--- src/rtl/mem_access_unit.sv ---
// Unified instruction/data memory responder for the multicycle RV32 core:
// fetches into the IR, performs sw/sb stores and lw/lbu loads, and accepts a boot-load image.
module mem_access_unit #(
    parameter int          ADDR_W    = 7,
    parameter logic [31:0] NOP_INSTR = 32'h00000013
) (
    input  logic              CLK,
    input  logic              RST,
    input  logic [ADDR_W-1:0] PC,
    input  logic [ADDR_W-1:0] ALU_Result,
    input  logic [31:0]       Write_Data,
    input  logic              Address_Src,
    input  logic              Inst_Write,
    input  logic              Mem_Write,
    input  logic              Store_type,
    input  logic              Load_type,
    input  logic              Boot_We,
    input  logic [ADDR_W-3:0] Boot_Addr,
    input  logic [31:0]       Boot_Data,
    output logic [31:0]       Instr,
    output logic [31:0]       Read_Data,
    output logic              Misalign,
    output logic              Bad_Access,
    output logic [7:0]        Store_Count
);

    localparam int WORDS = 2 ** (ADDR_W - 2);

    logic [31:0]       mem_q [WORDS];
    logic [31:0]       instr_q, read_data_q;
    logic              misalign_q, bad_access_q;
    logic [7:0]        store_count_q, store_count_d;

    logic [ADDR_W-1:0] addr;
    logic [ADDR_W-3:0] widx, wsel;
    logic [1:0]        off;
    logic [31:0]       rd_word, wdata;
    logic [7:0]        rd_byte;
    logic [3:0]        be;
    logic              store_req, load_cap, wr_full, wr_byte, commit;

    // NOTE: every signal gets a default at the top of always_comb so no path leaves it unassigned (no latch).
    always_comb begin
        addr      = Address_Src ? ALU_Result : PC;
        widx      = addr[ADDR_W-1:2];
        off       = addr[1:0];
        rd_word   = mem_q[widx];
        rd_byte   = rd_word[{off, 3'b000} +: 8];

        store_req = RST && Mem_Write && Address_Src;
        load_cap  = Address_Src && !Mem_Write;
        wr_full   = store_req && Store_type && (off == 2'd0);
        wr_byte   = store_req && !Store_type;
        commit    = wr_full || wr_byte;

        be    = 4'b0000;
        wsel  = widx;
        wdata = Write_Data;
        if (!RST) begin
            if (Boot_We) begin
                be    = 4'b1111;
                wsel  = Boot_Addr;
                wdata = Boot_Data;
            end
        end else if (wr_full) begin
            be = 4'b1111;
        end else if (wr_byte) begin
            be    = 4'b0001 << off;
            wdata = {4{Write_Data[7:0]}};
        end

        store_count_d = store_count_q;
        if (commit && store_count_q != 8'hFF) store_count_d = store_count_q + 8'd1;
    end

    // NOTE: the RAM array has no reset; only the boot port and committed stores ever change it.
    always_ff @(posedge CLK) begin
        for (int b = 0; b < 4; b++) begin
            if (be[b]) mem_q[wsel][8*b +: 8] <= wdata[8*b +: 8];
        end
    end

    // NOTE: state registers use non-blocking assignments, so a capture on a word being stored sees the old data.
    always_ff @(posedge CLK) begin
        if (!RST) begin
            instr_q       <= NOP_INSTR;
            read_data_q   <= 32'd0;
            misalign_q    <= 1'b0;
            bad_access_q  <= 1'b0;
            store_count_q <= 8'd0;
        end else begin
            if (Inst_Write && !Address_Src) instr_q <= rd_word;
            // The extended load result is registered directly rather than the raw word plus offset.
            if (load_cap) read_data_q <= Load_type ? {24'd0, rd_byte} : rd_word;
            if ((load_cap && !Load_type && off != 2'd0) ||
                (store_req && Store_type && off != 2'd0)) misalign_q <= 1'b1;
            if (Mem_Write && !Address_Src) bad_access_q <= 1'b1;
            store_count_q <= store_count_d;
        end
    end

    assign Instr       = instr_q;
    assign Read_Data   = read_data_q;
    assign Misalign    = misalign_q;
    assign Bad_Access  = bad_access_q;
    assign Store_Count = store_count_q;

endmodule

--- config.mk ---
export PLATFORM = sky130hd
export DESIGN_NAME = mem_access_unit
export DESIGN_NICKNAME = d
export VERILOG_FILES = /design/src/rtl/mem_access_unit.sv
export SDC_FILE = /design/constraint.sdc
export NUM_CORES = 2
export LEC_CHECK = 0
export CAP_MARGIN = 20
export CORE_MARGIN = 1
export CORE_UTILIZATION = 55
export DETAILED_ROUTE_END_ITERATION = 16
export PLACE_DENSITY = 0.76
export SLEW_MARGIN = 20
export SYNTH_ARGS = -nofsm -noshare
export SYNTH_HDL_FRONTEND = slang
export SYNTH_SLANG_ARGS = --single-unit
export TNS_END_PERCENT = 20
--- constraint.sdc ---
create_clock -name CLK -period 3 [get_ports CLK]
set_input_delay 0.45 -clock CLK [delete_from_list [all_inputs] [get_ports CLK]]
set_output_delay 0.45 -clock CLK [all_outputs]
set_load 0.01 [all_outputs]
# Word level (Yosys, flattened, before mapping)

Memories as Yosys holds them, arrays and structs flattened.
Index checks and enable logic that the tools add are counted.

Flip-flop bits (word level): 74
Memory bits (writable): 1024
Input bits: 91
Output and inout bits: 74
Memories: 1

Add/sub/neg operators: 1
Equality and inequality tests: 1
Shifts and indexed selects: 2
Multiplexer cells: 20
Reductions and logical operators: 20

Memories:

| memory | words | bits a word | rd ports | clocked after memory_dff | wr ports | line | source |
|---|---|---|---|---|---|---|---|
| mem_q  | 32    | 32          | 1        | 0                        | 1        | 29   | `logic [31:0] mem_q [WORDS];` |

Operator list:

| kind                  | count |
|---|---|
| $mux W32              | 5 |
| $shiftx A32 B6 Y8     | 1 |
| $mux W4               | 4 |
| $logic_and A1 B1 Y1   | 12 |
| $mux W5               | 2 |
| $add A8 B1 Y8 const B | 1 |
| $mux W1               | 8 |
| $ne A8 B8 Y1 const B  | 1 |
| $mux W7               | 1 |
| $logic_not A1 Y1      | 4 |
| $shl A1 B2 Y4 const A | 1 |
| $logic_not A2 Y1      | 1 |
| $logic_or A1 B1 Y1    | 2 |
| $reduce_bool A2 Y1    | 1 |

# Depth between registers and ports, before layout

Word-level depth: 8
Gate-level depth with buffers: 14
Gate-level depth less buffers: 8

# Worst setup path before layout

OpenSTA, ideal clock, no wires.

Kind: input -> register
Start point: input port Address_Src
End point: memory mem_q[0][30] (data pin)
Setup time: 0.454 ns
Arrival: 2.514 ns
Required time: 2.546 ns
Setup slack: 0.032 ns
Stages: 6
Buffers on the path: 3
Path through: buf_6 > buf_2 > nand3_1 > nor2_1 > clkbuf_1 > o21ai_0

Longest elaborated chain between the ends: 5
Elaborated cells between the ends (all ways): 9
Those cells by class: 4 x mux; 5 x reduce/logical

Ends and longest elaborated chain:

| what                                                   | line   | source |
|---|---|---|
| from (decl)                                            | 12     | `input logic Address_Src,` |
| $mux W7 / $logic_and A1 B1 Y1 (equally long branches)  | 44, 50 |  |
| $logic_not A2 Y1 (tied with other cells)               | 52     | `wr_full = store_req && Store_type && (off == 2'd0);` |
| $logic_and A1 B1 Y1 / $mux W32 (equally long branches) | 52, 67 |  |
| $mux W32 *                                             | 65     | `end else if (wr_full) begin` |
| $mux W32 *                                             | 59     | `if (!RST) begin` |
| named net wdata[30]                                    | 37     | `logic [31:0] rd_word, wdata;` |
| to (decl)                                              | 29     |  |

Mark *: on every way through the listed nets, which the timed path passes. The rest lies on a longest branch.

# Final worst setup path

Start point: input port PC[2]
End point: register read_data_q[6], in the netlist Read_Data[6]

Longest elaborated chain between the ends: 4

Ends and longest elaborated chain:

| what                 | line | source |
|---|---|---|
| from (decl)          | 9    | `input logic [ADDR_W-1:0] PC,` |
| $mux W7 *            | 44   | `addr = Address_Src ? ALU_Result : PC;` |
| $mem_v2 Z32 W32 *    | n/a  |  |
| $shiftx A32 B6 Y8    | 48   | `rd_byte = rd_word[{off, 3'b000} +: 8];` |
| $mux W32 *           | 94   | `if (load_cap) read_data_q <= Load_type ? {24'd0, rd_byte} : rd_word;` |
| to (signal assigned) | 94   |  |
| to (decl)            | 30   | `logic [31:0] instr_q, read_data_q;` |

Every way passes the cells marked *; elsewhere a longest branch is shown, timed or not.
A chain may end at the register's enable or synchronous reset.

==> reports/qor.yml <==
run_status:
  status: "complete, no violations"
global_route:
  grtUsageTotal_pct: 32.1
  grt_max_degree: 58
  antenna_found_initial: 1
  grt_pass1_vias: 30200
  grt_pass1_wl_um: 193000
  grt-ovfl-total: 0
cts:
  clkTransAtPathRegs_ns: 0.06
  cts_setup_buffers: 0
  htreeDepth: 3
  clockRootBuffer: "clkbuf_16"
  clock_latency_ns: 0.69
  cts_buffers: 106
  clockBufferDepth: 3
  cts_tree: "done"
  cts_hold_buf: 0
  cts-resized-gates: 0
  cts_sinks: 1098
critical_path:
  cp_slowest_cell: "mux4_2"
  startpoint_type: "input port"
  critPathMaxFanout: 27
  cp_slowest_stage_delay_ns: 0.53
  crit_arrival_ns: 3.43
  end_kind: "register"
  path_cells: "clkdlybuf4s50_1 -> mux2_8 -> buf_12 -> mux4_2 -> a22o_1 -> a31oi_1 -> nand4_1 -> a22oi_1 -> o32ai_1"
  crit_type: "input port to register"
  crit_required_ns: 3.55
  critical-path-top-delay-family: "compound AO/OA/AOI/OAI gates"
  crit_buf_inv: 2
floorplanning:
  die-area_mm2: 0.0821
  io_pins: 165
  die_h_um: 286
  die_w_um: 286
  coreArea_mm2: 0.0795
  start_util_pct: 56.0
  rows: 103
synthesis:
  synth.avg_cell_area_um2: 13.6
  synth_area_mm2: 0.0445
  synth_cells: 3274
  synthDistinctLibCells: 54
  synth_warnings: 0
  synth-main-ff-cell: "edfxtp_1"
  synth_common_cells: "edfxtp_1 (1024), nand2_1 (720), nand3_1 (261), nor2_1 (195), mux2i_1 (108)"
  synth_seq_area_share_pct: 72.4
  yosysTopAreaCellShare_pct: 69.1
  yosysTopAreaCell: "edfxtp_1"
  synth_edf_count: 1024
  syn-num-nets: 3366
  async_reset_ff_share_pct: 0
  yosysMostFrequentCell: "edfxtp_1"
  synthTopCellsByArea: "edfxtp_1 (69%), nand2_1 (6.1%), dfxtp_1 (3.3%)"
  ys_seq_elements: 1098
timing:
  drv_slew: 0
  fin_crit_sh_pct: 95.7
  fmax_mhz: 348
  finalHoldViolCount: 0
  skew_ns: 0.0307
  setup_viol_count_final: 0
  worst_slack_ns: 0.129
  worst_slew_margin_rel_pct: 35.5
  rsz0062_at_grt: "no"
  period_needed_ns: 2.87
  worst_slew_pin_slew_ns: 0.963
placement:
  globalplace.congestion: 0.974
  port_buffers: 164
  dp_slack_ns: -0.460
  place_area_mm2: 0.0515
  dp_hpwl_um: 89200
power:
  power_density_mw_per_mm2: 634
  finalPower_uw: 35000
  ir_drop_v: 0.000582
  power.leakage_uw: 0.0194
detailed_routing:
  post-route-drc-count: 0
  finalWirelength_um: 132000
  drt_iter0_markers: 4226
  routed_via_density: 6.24
  vias: 31200
  wl_met1_um: 48100
  met3_length_um: 15400
  top_layer_used: "met4"
  wl_per_cell_um: 26.3
  ant_nets: 0
  dr_wl_met2_um: 61700
  dr.pass1.iters: 6
hold_path:
  hp-class: "input port to register"
final_layout:
  drive_gt1_share_pct: 19.7
  areaGrowthSynthToFinish_pct: 24.0
  final_area_mm2: 0.0552
  fin_nets: 3949
job:
  maxCapViolCount: 0
==> cell families after synthesis <==
group | after synthesis | synth area share, %
fa+ha+maj | 1 | 0.0281
mux | 161 | 5.03
compound gates | 462 | 7.09
flops | 1098 | 72.4
buf+inv | 212 | 2.32
xor+xnor | 7 | 0.138
simple gates | 1333 | 13.0
==> where the power goes <==
part / internal (uW) / leakage (uW) / switching (uW)
clock: 8080 / 0.00177 / 5800
sequential: 17100 / 0.00991 / 96.8
combinational: 1500 / 0.00773 / 2410
total: 26700 / 0.0194 / 8310
==> layout by cell type (no fill, tap or decap), types with 20 or more instances in the layout <==
cell and n:
edfxtp_1 1024, nand2_1 720, buf_4 434, nand3_1 261
nor2_1 193, clkdlybuf4s50_1 161, clkbuf_16 108, mux2i_1 105
a31oi_1 89, buf_12 81, dfxtp_1 74, a21oi_1 64
a211oi_1 63, nand4_1 46, o21ai_0 44, mux4_2 44
a32oi_1 40, nor2b_1 34, a22oi_1 25, a21oi_2 25
clkinv_1 25, nor3_1 20, clkinv_2 20
==> stage by stage <==
stage,utilization (%),TNS (ns),instances,hold slack [ns]
global route,69.4,0,4998,0.161
CTS,69.4,0,4998,0.148
detailed placement,64.8,-107.53,4799,0.461
global placement,64.8,-81.67,4799,0.450
floorplan,-,0,3274,0.481
finish,69.4,0,5000,0.179
==> sequential cells by signal (all words and copies together) (netlist names) <==
register / cells
Bad_Access: 1
Instr: 32
Misalign: 1
Read_Data: 32
Store_Count: 8
mem_q: 1024
==> cell type report <==
class                      instances  area [um^2]
sequential                      1098        32200
multi-input combinational       1964        11500
clock inverter                    71          831
tap                             1050         1310
clock buffer                     128         2810
fill                            5130        24300
antenna                            2         5.00
timing repair buffer             679         6510
inverter                           8         30.0
==> path summary, 6_finish.rpt <==
path         cells after the start  slack, ns                     endpoint                    start
min reg2reg                      2       0.48       Instr[11]$_SDFFE_PN0P_   Instr[11]$_SDFFE_PN0P_
min                              2       0.18  Store_Count[6]$_SDFFE_PN0P_                      RST
max reg2reg                      6       0.73    Read_Data[7]$_SDFFE_PN0P_  mem_q[14][15]$_DFFE_PP_
max                              9       0.13    Read_Data[6]$_SDFFE_PN0P_                    PC[2]
==> metal layers <==
layer	vias up	track usage, %
li1	13500	-
met1	15300	42.9
met3	349	6.65
met2	2093	50.6
met5	-	0
met4	0	15.1
(Power assumes the default switching activity.)
